File: config.mk
export PLATFORM = sky130hd
export DESIGN_NAME = boton_debounce
export DESIGN_NICKNAME = d
export VERILOG_FILES = /design/src/rtl/boton_debounce.sv
export SDC_FILE = /design/constraint.sdc
export NUM_CORES = 1
export LEC_CHECK = 0
export ABC_CLOCK_PERIOD_IN_PS = 4500
export CORE_MARGIN = 1
export CORE_UTILIZATION = 58
export DETAILED_ROUTE_END_ITERATION = 8
export PLACE_DENSITY = 0.76
export REMOVE_ABC_BUFFERS = 1
export SYNTH_ARGS = -nofsm -noshare
export SYNTH_HDL_FRONTEND = slang
export SYNTH_SLANG_ARGS = --single-unit
File: constraint.sdc
create_clock -name clk -period 4.5 [get_ports clk]
set_input_delay 0.45 -clock clk [delete_from_list [all_inputs] [get_ports clk]]
set_output_delay 0.45 -clock clk [all_outputs]
set_load 0.02 [all_outputs]
File: src/rtl/boton_debounce.sv
// Push-button conditioner: synchronises the raw button level to clk,
// debounces it over DEBOUNCE_CYCLES and emits one pulse per confirmed press.
//   clk          system clock, rising edge
//   reset_i      asynchronous active-high reset
//   boton_raw_i  raw, asynchronous, bouncing button level (1 = pressed)
//   boton_o      single-cycle pulse per debounced press
//   nivel_o      debounced button level
module boton_debounce #(
  parameter int unsigned DEBOUNCE_CYCLES = 500000
) (
  input  logic clk,
  input  logic reset_i,
  input  logic boton_raw_i,
  output logic boton_o,
  output logic nivel_o
);

  localparam int unsigned CNT_W = $clog2(DEBOUNCE_CYCLES);
  localparam logic [CNT_W-1:0] CNT_LAST = CNT_W'(DEBOUNCE_CYCLES - 1);

  typedef enum logic [1:0] {
    IDLE         = 2'd0,
    PRESS_WAIT   = 2'd1,
    PRESSED      = 2'd2,
    RELEASE_WAIT = 2'd3
  } state_t;

  state_t           state;
  logic [CNT_W-1:0] cnt;
  logic             sync_ff1;
  logic             sync_ff2;

  // Two-flop synchroniser plus debounce FSM; only sync_ff2 feeds the FSM.
  always_ff @(posedge clk or posedge reset_i) begin
    if (reset_i) begin
      sync_ff1 <= 1'b0;
      sync_ff2 <= 1'b0;
      state    <= IDLE;
      cnt      <= '0;
      boton_o  <= 1'b0;
      nivel_o  <= 1'b0;
    end else begin
      sync_ff1 <= boton_raw_i;
      sync_ff2 <= sync_ff1;
      boton_o  <= 1'b0;

      case (state)
        IDLE: begin
          if (sync_ff2) begin
            state <= PRESS_WAIT;
            cnt   <= '0;
          end
        end

        PRESS_WAIT: begin
          if (!sync_ff2) begin
            state <= IDLE;
            cnt   <= '0;
          end else if (cnt == CNT_LAST) begin
            state   <= PRESSED;
            cnt     <= '0;
            boton_o <= 1'b1;
            nivel_o <= 1'b1;
          end else begin
            cnt <= cnt + CNT_W'(1);
          end
        end

        PRESSED: begin
          if (!sync_ff2) begin
            state <= RELEASE_WAIT;
            cnt   <= '0;
          end
        end

        RELEASE_WAIT: begin
          // A return to 1 cancels the release without a new pulse.
          if (sync_ff2) begin
            state <= PRESSED;
            cnt   <= '0;
          end else if (cnt == CNT_LAST) begin
            state   <= IDLE;
            cnt     <= '0;
            nivel_o <= 1'b0;
          end else begin
            cnt <= cnt + CNT_W'(1);
          end
        end

        default: begin
          state   <= IDLE;
          cnt     <= '0;
          nivel_o <= 1'b0;
        end
      endcase
    end
  end

endmodule
### Yosys cells after proc, flatten, opt, wreduce, memory -nomap -nowiden

Index checks and enable logic that the tools add are counted.

* register bits: 25
* input port bits: 3
* output and inout port bits: 2
* logic and storage cells: 45

* $add $sub $neg: 1
* eq/ne operators: 12
* muxes and demuxes: 21
* reductions and logical operators: 5

Operator list (count)
* two-way mux 19 bit: 5
* one-hot mux 19 bit (4 select lines): 1
* adder 19 x 1 -> 19 bit (second input constant): 1
* == test 19 bit (second input constant): 1
* two-way mux 2 bit: 6
* != test 2 bit (second input constant): 6
* one-hot mux 2 bit (4 select lines): 1
* two-way mux 1 bit: 7
* != test 3 bit (second input constant): 2
* AND reduction 5 bit: 1
* == test 2 bit (second input constant): 2
* AND reduction 4 bit: 1
* == test 2 x 1 -> 1 bit (second input constant): 1
* zero test 2 bit: 1
* one-hot mux 1 bit (2 select lines): 1
* AND reduction 2 bit: 1
* nonzero test 2 bit: 1

### Longest topological paths before layout

Gate-level depths: netlist of the first run.

* depth after elaboration: 4
* gate-level depth with buffers: 8
* gate-level depth less buffers: 6

### Least setup slack after synthesis of the first run

Ideal clock, no wire load.

* path type: reg-to-reg
* start point: register cnt[0]
* end point: register cnt[18]
* library setup time: 0.069 ns
* data arrival time: 1.801 ns
* slack: 2.630 ns
* stages on the path, launching flop included: 8
* buffers on the path: 1
* clock period less this slack: 1.870 ns
* path through: dfrtp_1 > ha_1 > and4_1 > buf_6 > nand3_2 > or3_4 > or4_1 > nand3_1

* longest elaborated chain between the ends: 4
* elaborated cells on any way between the ends: 6
* classes of those cells: add/sub: 1; eq/ne: 1; mux: 4

Ends and longest elaborated chain
* start, declared: RTL line 29 `logic [CNT_W-1:0] cnt;`
* start signal, assigned: RTL line 65 `cnt <= cnt + CNT_W'(1);`
* start signal, assigned: RTL line 86 `cnt <= cnt + CNT_W'(1);`
* adder 19 x 1 -> 19 bit or == test 19 bit (tied branches)
* two-way mux 19 bit *: RTL line 59, 81
* two-way mux 19 bit (on tied branches): RTL line 78, 56
* one-hot mux 19 bit (4 select lines) *: RTL line 47 `case (state)`

Every way passes the cells marked *; elsewhere a longest branch is shown, timed or not.
A chain may end at the register's enable or synchronous reset.

### Worst setup path in the final report of the first run

* start point: register cnt[0]
* end point: register cnt[12]

Same word-level chain as after synthesis.

==> impl_results.md, run 1 <==
* Worst setup EP type: flip-flop
* Skew final at between 2 and 2.5 ps
* Outcome: finished, final reports clean
* # clock sinks at 25
* Post-CTS sizing at 0
* NetSw at 0.0816 mW
* H-tree depth at 1
* Setup total negative slack at 0 ps
* Fillers at 161
* Hold Path Class: flip-flop to flip-flop
* # hold bufs at CTS at 0
* Synth cell types at 36
* Largest net degree at the start of global routing at 26
* R2R Setup Slk at 2150 ps
* Die height at 49.8 microns
* Root buffer cell: clkbuf_4
* Tot Pwr at 0.349 mW
* Final instance area at approximately 1400 sq um
* Clock transition at path regs at 130 ps
* Post-synth top area cell: dfrtp_1
* Synthesized area at 1330 sq um
* Rel. slew slack at about two fifths
* Top FF cell, synth: dfrtp_1
* Worst-case clock buffer depth at 2
* CTS Buf Count at 3
* Ys Warns at 0
* Routed Antenna Nets at 0
* # rows at 16
* Vias at 1077
* Total inserted antenna cells at 0
* GR Overflow Total at 0
* DRT iter0 DRCs at 33
* Final hold slack at 366 ps
* Top cell type's share of synthesized area at 47.2%
* Worst-Margin Slew at between 900 and 1000 ps
* Area growth, synth to finish at 3.68%
* Number of global-route vias before repair at a little over 1000
* Slew Viols, Final at 0
* Seq pwr share at 65.8%
* Residual DRC count at 0
* Synth area leaders: dfrtp_1 (47%), nand2_1 (6.5%), a31oi_1 (4.7%)
* Number of synthesized flops with an enable pin at 0
* CTS tree: built
* Wire per inst at between 10 and 15 microns
* Leak at 0.605 nW
* Leading cell type in the layout, fill and taps excluded: dfrtp_1
* Total track usage at 24.3%
* Post-DP HPWL at 1780 microns
* Sequential share of the synthesized area at 47.2%
* Die area at roughly 2500 sq um
* CP Data Required Time at between 4000 and 5000 ps
* Asr flop ratio synth at between 90% and 100%
* Fmax at 425 MHz
* Worst-path maximum fanout at 23
* Vias per cell at between 6 and 7
* First-pass GRT wire length at 4560 microns
* Final wirelength at approximately 2600 microns
* Startpoint Class: flip-flop
* Worst Setup Path Type: flip-flop to flip-flop
* Min Tclk post-route at 2350 ps
* Maximum VDD drop at 0.000208 V
* Yosys reg bits at 25
* Die Wd at approximately 50 microns
* Max Cap Violations at 0
* Final hold violation count at 0
* Port Buffer Count at 4
* Final period utilization at between 50% and 60%
* Dpl cell area at 1350 sq um
* Highest-count cells in the layout ignoring fill and taps: dfrtp_1 (25), nand2_1 (23), o21ai_0 (10), a31oi_1 (10), nor2_1 (8)
* Final setup viols at 0
* Final GP Congestion at 0.920
* Crit path DAT at 2560 ps
* Initial antenna violation count at 0
* Clock power frac at 27.8%
* Fraction of layout instances using a drive strength above 1 at 6.80%
* Power Internal at around 0.27 mW
* Core ar. at 2060 sq um
* Pwr dens at 254 nW/um^2
* Switch share at between 20% and 30%
* Worst-skew pair later-pin latency at 310 ps
* Mapped Cells at 144
* Nets at 152
* Starting density of the core at between 60% and 70%
* Pre-antenna DRT Iters at 5
* Combinational share of power at 6.4%
* I/O pins at 5
* RSZ-0062 raised after global routing: no
* Avg Cell Area, Syn at 9.21 sq um
* Post-CTS Setup Bufs at 0
==> power groups by stage <==
stage	clock, mW	sequential, mW	combinational (mW)
after floorplan	0	0.233	0.0159
after global placement	0	0.234	0.0219
after detailed placement	0	0.234	0.0223
after CTS	0.102	0.230	0.0226
after global routing	0.112	0.230	0.0256
final	0.0970	0.230	0.0224
==> cell usage after synthesis, types with 2 or more instances <==
master    instances
a21o_1            6
a21oi_1           7
a31oi_1          10
and2_1            2
and2_2            2
and3_2            2
and4_1            2
buf_6             3
dfrtp_1          25
inv_1             6
nand2_1          23
nand3_1           4
nand4_1           3
nand4b_1          2
nor2_1            8
nor3_1            7
o21ai_0          10
or4_1             2
xor2_1            3
==> cell families (layout without fill, tap and decap cells) <==
| group | after synthesis | in the layout | synth area share [%] |
|---|---|---|---|
| adder cells (fa/ha/maj) | 1 | 1 | 0.943 |
| AND/OR/NAND/NOR | 63 | 63 | 25.0 |
| AO/OA/AOI/OAI | 41 | 41 | 19.2 |
| buffers and inverters | 11 | 14 | 5.66 |
| XOR/XNOR | 3 | 3 | 1.98 |
| flip-flops | 25 | 25 | 47.2 |
==> sequential cells by signal, indices dropped and copies added, names as in the netlist, named ones only <==
signal / flops
cnt: 19
state: 1
sync_ff1: 1
sync_ff2: 1
boton_o: 1
nivel_o: 1
==> path summary, 6_finish.rpt <==
kind | startpoint | endpoint | depth (start not counted)
setup / recovery | cnt[0] | cnt[12] | 6
hold / removal | sync_ff1 | sync_ff2 | 0
setup reg to reg | cnt[0] | cnt[12] | 6
hold reg to reg | sync_ff1 | sync_ff2 | 0
max in group asynchronous | reset_i | cnt[11] | 2
min in group asynchronous | reset_i | sync_ff1 | 2
==> metal layers <==
metal	global-route usage, %	share of wire, %	vias to the layer above
li1	-	-	531
met1	32.1	49	527
met2	39.6	47	17
met3	6.79	3.3	2
met4	5.24	0.47	0
met5	0	0	-
==> metrics by stage <==
stage | util [%] | setup WS (ps) | std cells
3_5_place_dp | 65.4 | 2190 | 170
5_1_grt | 66.7 | 1960 | 174
3_3_place_gp | 65.4 | 2280 | 170
2_1_floorplan | - | 2460 | 139
6_report | 66.7 | 2150 | 174
4_1_cts | 66.7 | 2140 | 174
==> final cells by class <==
type,count,area (sq um),area share (%)
flip-flops and latches,25,626,45.5
clock buffers,3,22.5,1.64
multi-input cells,108,626,45.5
clock inverters,1,5.00,0.364
repair buffers,4,40.0,2.91
inverters,6,22.5,1.64
well taps,27,33.8,2.46
==> worst max-delay path, stage by stage (launching register included) <==
cell,delay [ps]
dfrtp_1,400
ha_1,230
and4_1,380
nand4b_1,210
o21a_1,470
and3_1,290
a221o_1,260
No activity file was read; power rests on OpenSTA's default activity.
==> run 2: changes to the inputs <==
Settings changed: ABC_CLOCK_PERIOD_IN_PS 4500 to 2370.
Clock period 4.5 ns to 2.37 ns, I/O delays scaled along.
==> run 2 against run 1 <==
  * Routed wire length is 9.9% higher
  * Via count up 4.0%
  * Combinational power rose by 120%
  * Clock power increased by 91%
  * Final cell count increased by 2.3%
  * Critical path type unchanged
==> impl_results.md, run 2 (synthesis results as in run 1) <==
* Skew final at 6.69 ps (was 2.30 ps)
* CTS Buf Count at 3 (unchanged)
* Nets at 156 (was 152)
* Startpoint Class: flip-flop (unchanged)
* Residual DRC count at 0 (unchanged)
* RSZ-0062 raised after global routing: no (unchanged)
* # rows at 16 (unchanged)
* GR Overflow Total at 0 (unchanged)
* Pre-antenna DRT Iters at 4 (was 5)
* Final GP Congestion at 0.949 (was 0.920)
* Outcome: finished, final reports clean (unchanged)
* Worst setup EP type: flip-flop (unchanged)
* Total track usage at 26.0% (was 24.3%)
* Vias per cell at 6.29 (was 6.19)
* Die height at 49.8 microns (unchanged)
* Final Non-Filler Cells at 178 (was 174)
* CP cell instances: ha_1, and4_1, buf_4, nand3_2, or3_4, or4_1, nand3_1 (was ha_1, and4_1, nand4b_1, o21a_1, and3_1, a221o_1)
* Port Buffer Count at 4 (unchanged)
* First-pass GRT wire length at 4840 microns (was 4560 microns)
* Hold Path Class: primary input to async pin (was flip-flop to flip-flop)
* R2r endpoint: cnt[18] (was cnt[12])
* Final period utilization at 88.1% (was 52.2%)
* Biggest register: cnt (unchanged)
* Clock transition at path regs at 130 ps (about the same)
* R2R Setup Slk at 280 ps (was 2150 ps)
* Worst-Margin Slew at 830 ps (was 904 ps)
* Rel. slew slack at 44.5% (was 39.7%)
* Post-CTS sizing at 0 (unchanged)
* Tot Pwr at 0.669 mW (was 0.349 mW)
* Max incr delay on CP at 410 ps (was 470 ps)
* Dpl cell area at 1380 sq um (was 1350 sq um)
* Dpl cells at 174 (was 170)
* Wire per inst at 15.7 microns (was 14.7 microns)
* Highest-count cells in the layout ignoring fill and taps: dfrtp_1 (25), nand2_1 (23), o21ai_0 (10), a31oi_1 (10), nor2_1 (8) (unchanged)
* Worst-skew pair later-pin latency at 310 ps (about the same)
* Slew Viols, Final at 0 (unchanged)
* Final instance area at 1410 sq um (was 1380 sq um)
* Final wirelength at 2800 microns (was 2550 microns)
* Area growth, synth to finish at 5.94% (was 3.68%)
* Final setup viols at 0 (unchanged)
* Starting density of the core at 64.3% (unchanged)
* Vias at 1120 (was 1077)
* Core ar. at 2060 sq um (unchanged)
* DRT iter0 DRCs at 40 (was 33)
* Total inserted antenna cells at 0 (unchanged)
* H-tree depth at 1 (unchanged)
* CP Data Required Time at 2630 ps (was 4710 ps)
* Die Wd at 49.8 microns (unchanged)
* I/O pins at 5 (unchanged)
* R2R cell count at 7 (was 6)
* Maximum VDD drop at 0.000379 V (was 0.000208 V)
* Setup total negative slack at 0 ps (unchanged)
* # clock sinks at 25 (unchanged)
* Leading cell type in the layout, fill and taps excluded: dfrtp_1 (unchanged)
* Fmax at 479 MHz (was 425 MHz)
* # hold bufs at CTS at 0 (unchanged)
* Worst Setup Path Type: flip-flop to flip-flop (unchanged)
* Crit path DAT at 2340 ps (was 2560 ps)
* Initial antenna violation count at 0 (unchanged)
* Crit-path slowest cell: or3_4 (was o21a_1)
* Worst r2r src: cnt[0] (unchanged)
* Leak at 0.626 nW (was 0.605 nW)
* Routed Antenna Nets at 0 (unchanged)
* Number of global-route vias before repair at 1074 (was 1038)
* Largest net degree at the start of global routing at 26 (unchanged)
* Pwr dens at 476 nW/um^2 (was 254 nW/um^2)
* Max Cap Violations at 0 (unchanged)
* Worst-path maximum fanout at 7 (was 23)
* Root buffer cell: clkbuf_4 (unchanged)
* Min Tclk post-route at 2090 ps (was 2350 ps)
* Worst-case clock buffer depth at 2 (unchanged)
* Largest register FFs at 19 (unchanged)
* Post-DP HPWL at 1980 microns (was 1780 microns)
* CTS tree: built (unchanged)
* Die area at 2480 sq um (unchanged)
* Post-CTS Setup Bufs at 0 (unchanged)
* Fraction of layout instances using a drive strength above 1 at 9.27% (was 6.80%)
* Final hold violation count at 0 (unchanged)
* Final Util at 68.1% (was 66.7%)
## run 2: final cells by class
cell class	instances	area [sq um]
repair buffers	8	70.1
flip-flops and latches	25	626
clock inverters	1	5.00
multi-input cells	108	626
well taps	27	33.8
fillers	157	657
inverters	6	22.5
clock buffers	3	22.5
## run 2: how the worst max path moves through the flow
| stage | start | end | depth (start not counted) |
|---|---|---|---|
| 2_1_floorplan | cnt[0] | cnt[12] | 6 |
| 3_3_place_gp | cnt[0] | cnt[18] | 7 |
| 3_5_place_dp | cnt[0] | cnt[18] | 7 |
| 4_1_cts | cnt[0] | cnt[18] | 7 |
| 5_1_grt | cnt[0] | cnt[18] | 6 |
| 6_report | cnt[0] | cnt[18] | 7 |
## run 2: critical path: cells and delay by family, from the launching register on
family        cells  cell delay (ps)
simple gates      5             1230
buf+inv           1              170
flops             1              400
fa+ha+maj         1              230
## run 2: metal layers
metal  wire (microns)  GRT usage, %  vias to the layer above
met5                0             0                        -
met4               21          5.71                        0
met3              168          5.56                        2
met2             1340          43.2                       45
met1             1280          34.7                      534
li1                 -             -                      539
## run 2: metrics by stage
stage | hold slack, ps | setup WS [ps]
after floorplan | 264 | 327
after global placement | 333 | 347
after detailed placement | 335 | 329
after CTS | 254 | 280
after global routing | 285 | 150
final | 259 | 283
## run 2: power breakdown
group,internal (mW),switching [mW]
logic,0.0159,0.0323
clock network,0.0631,0.122
registers,0.432,0.00414
total,0.511,0.158
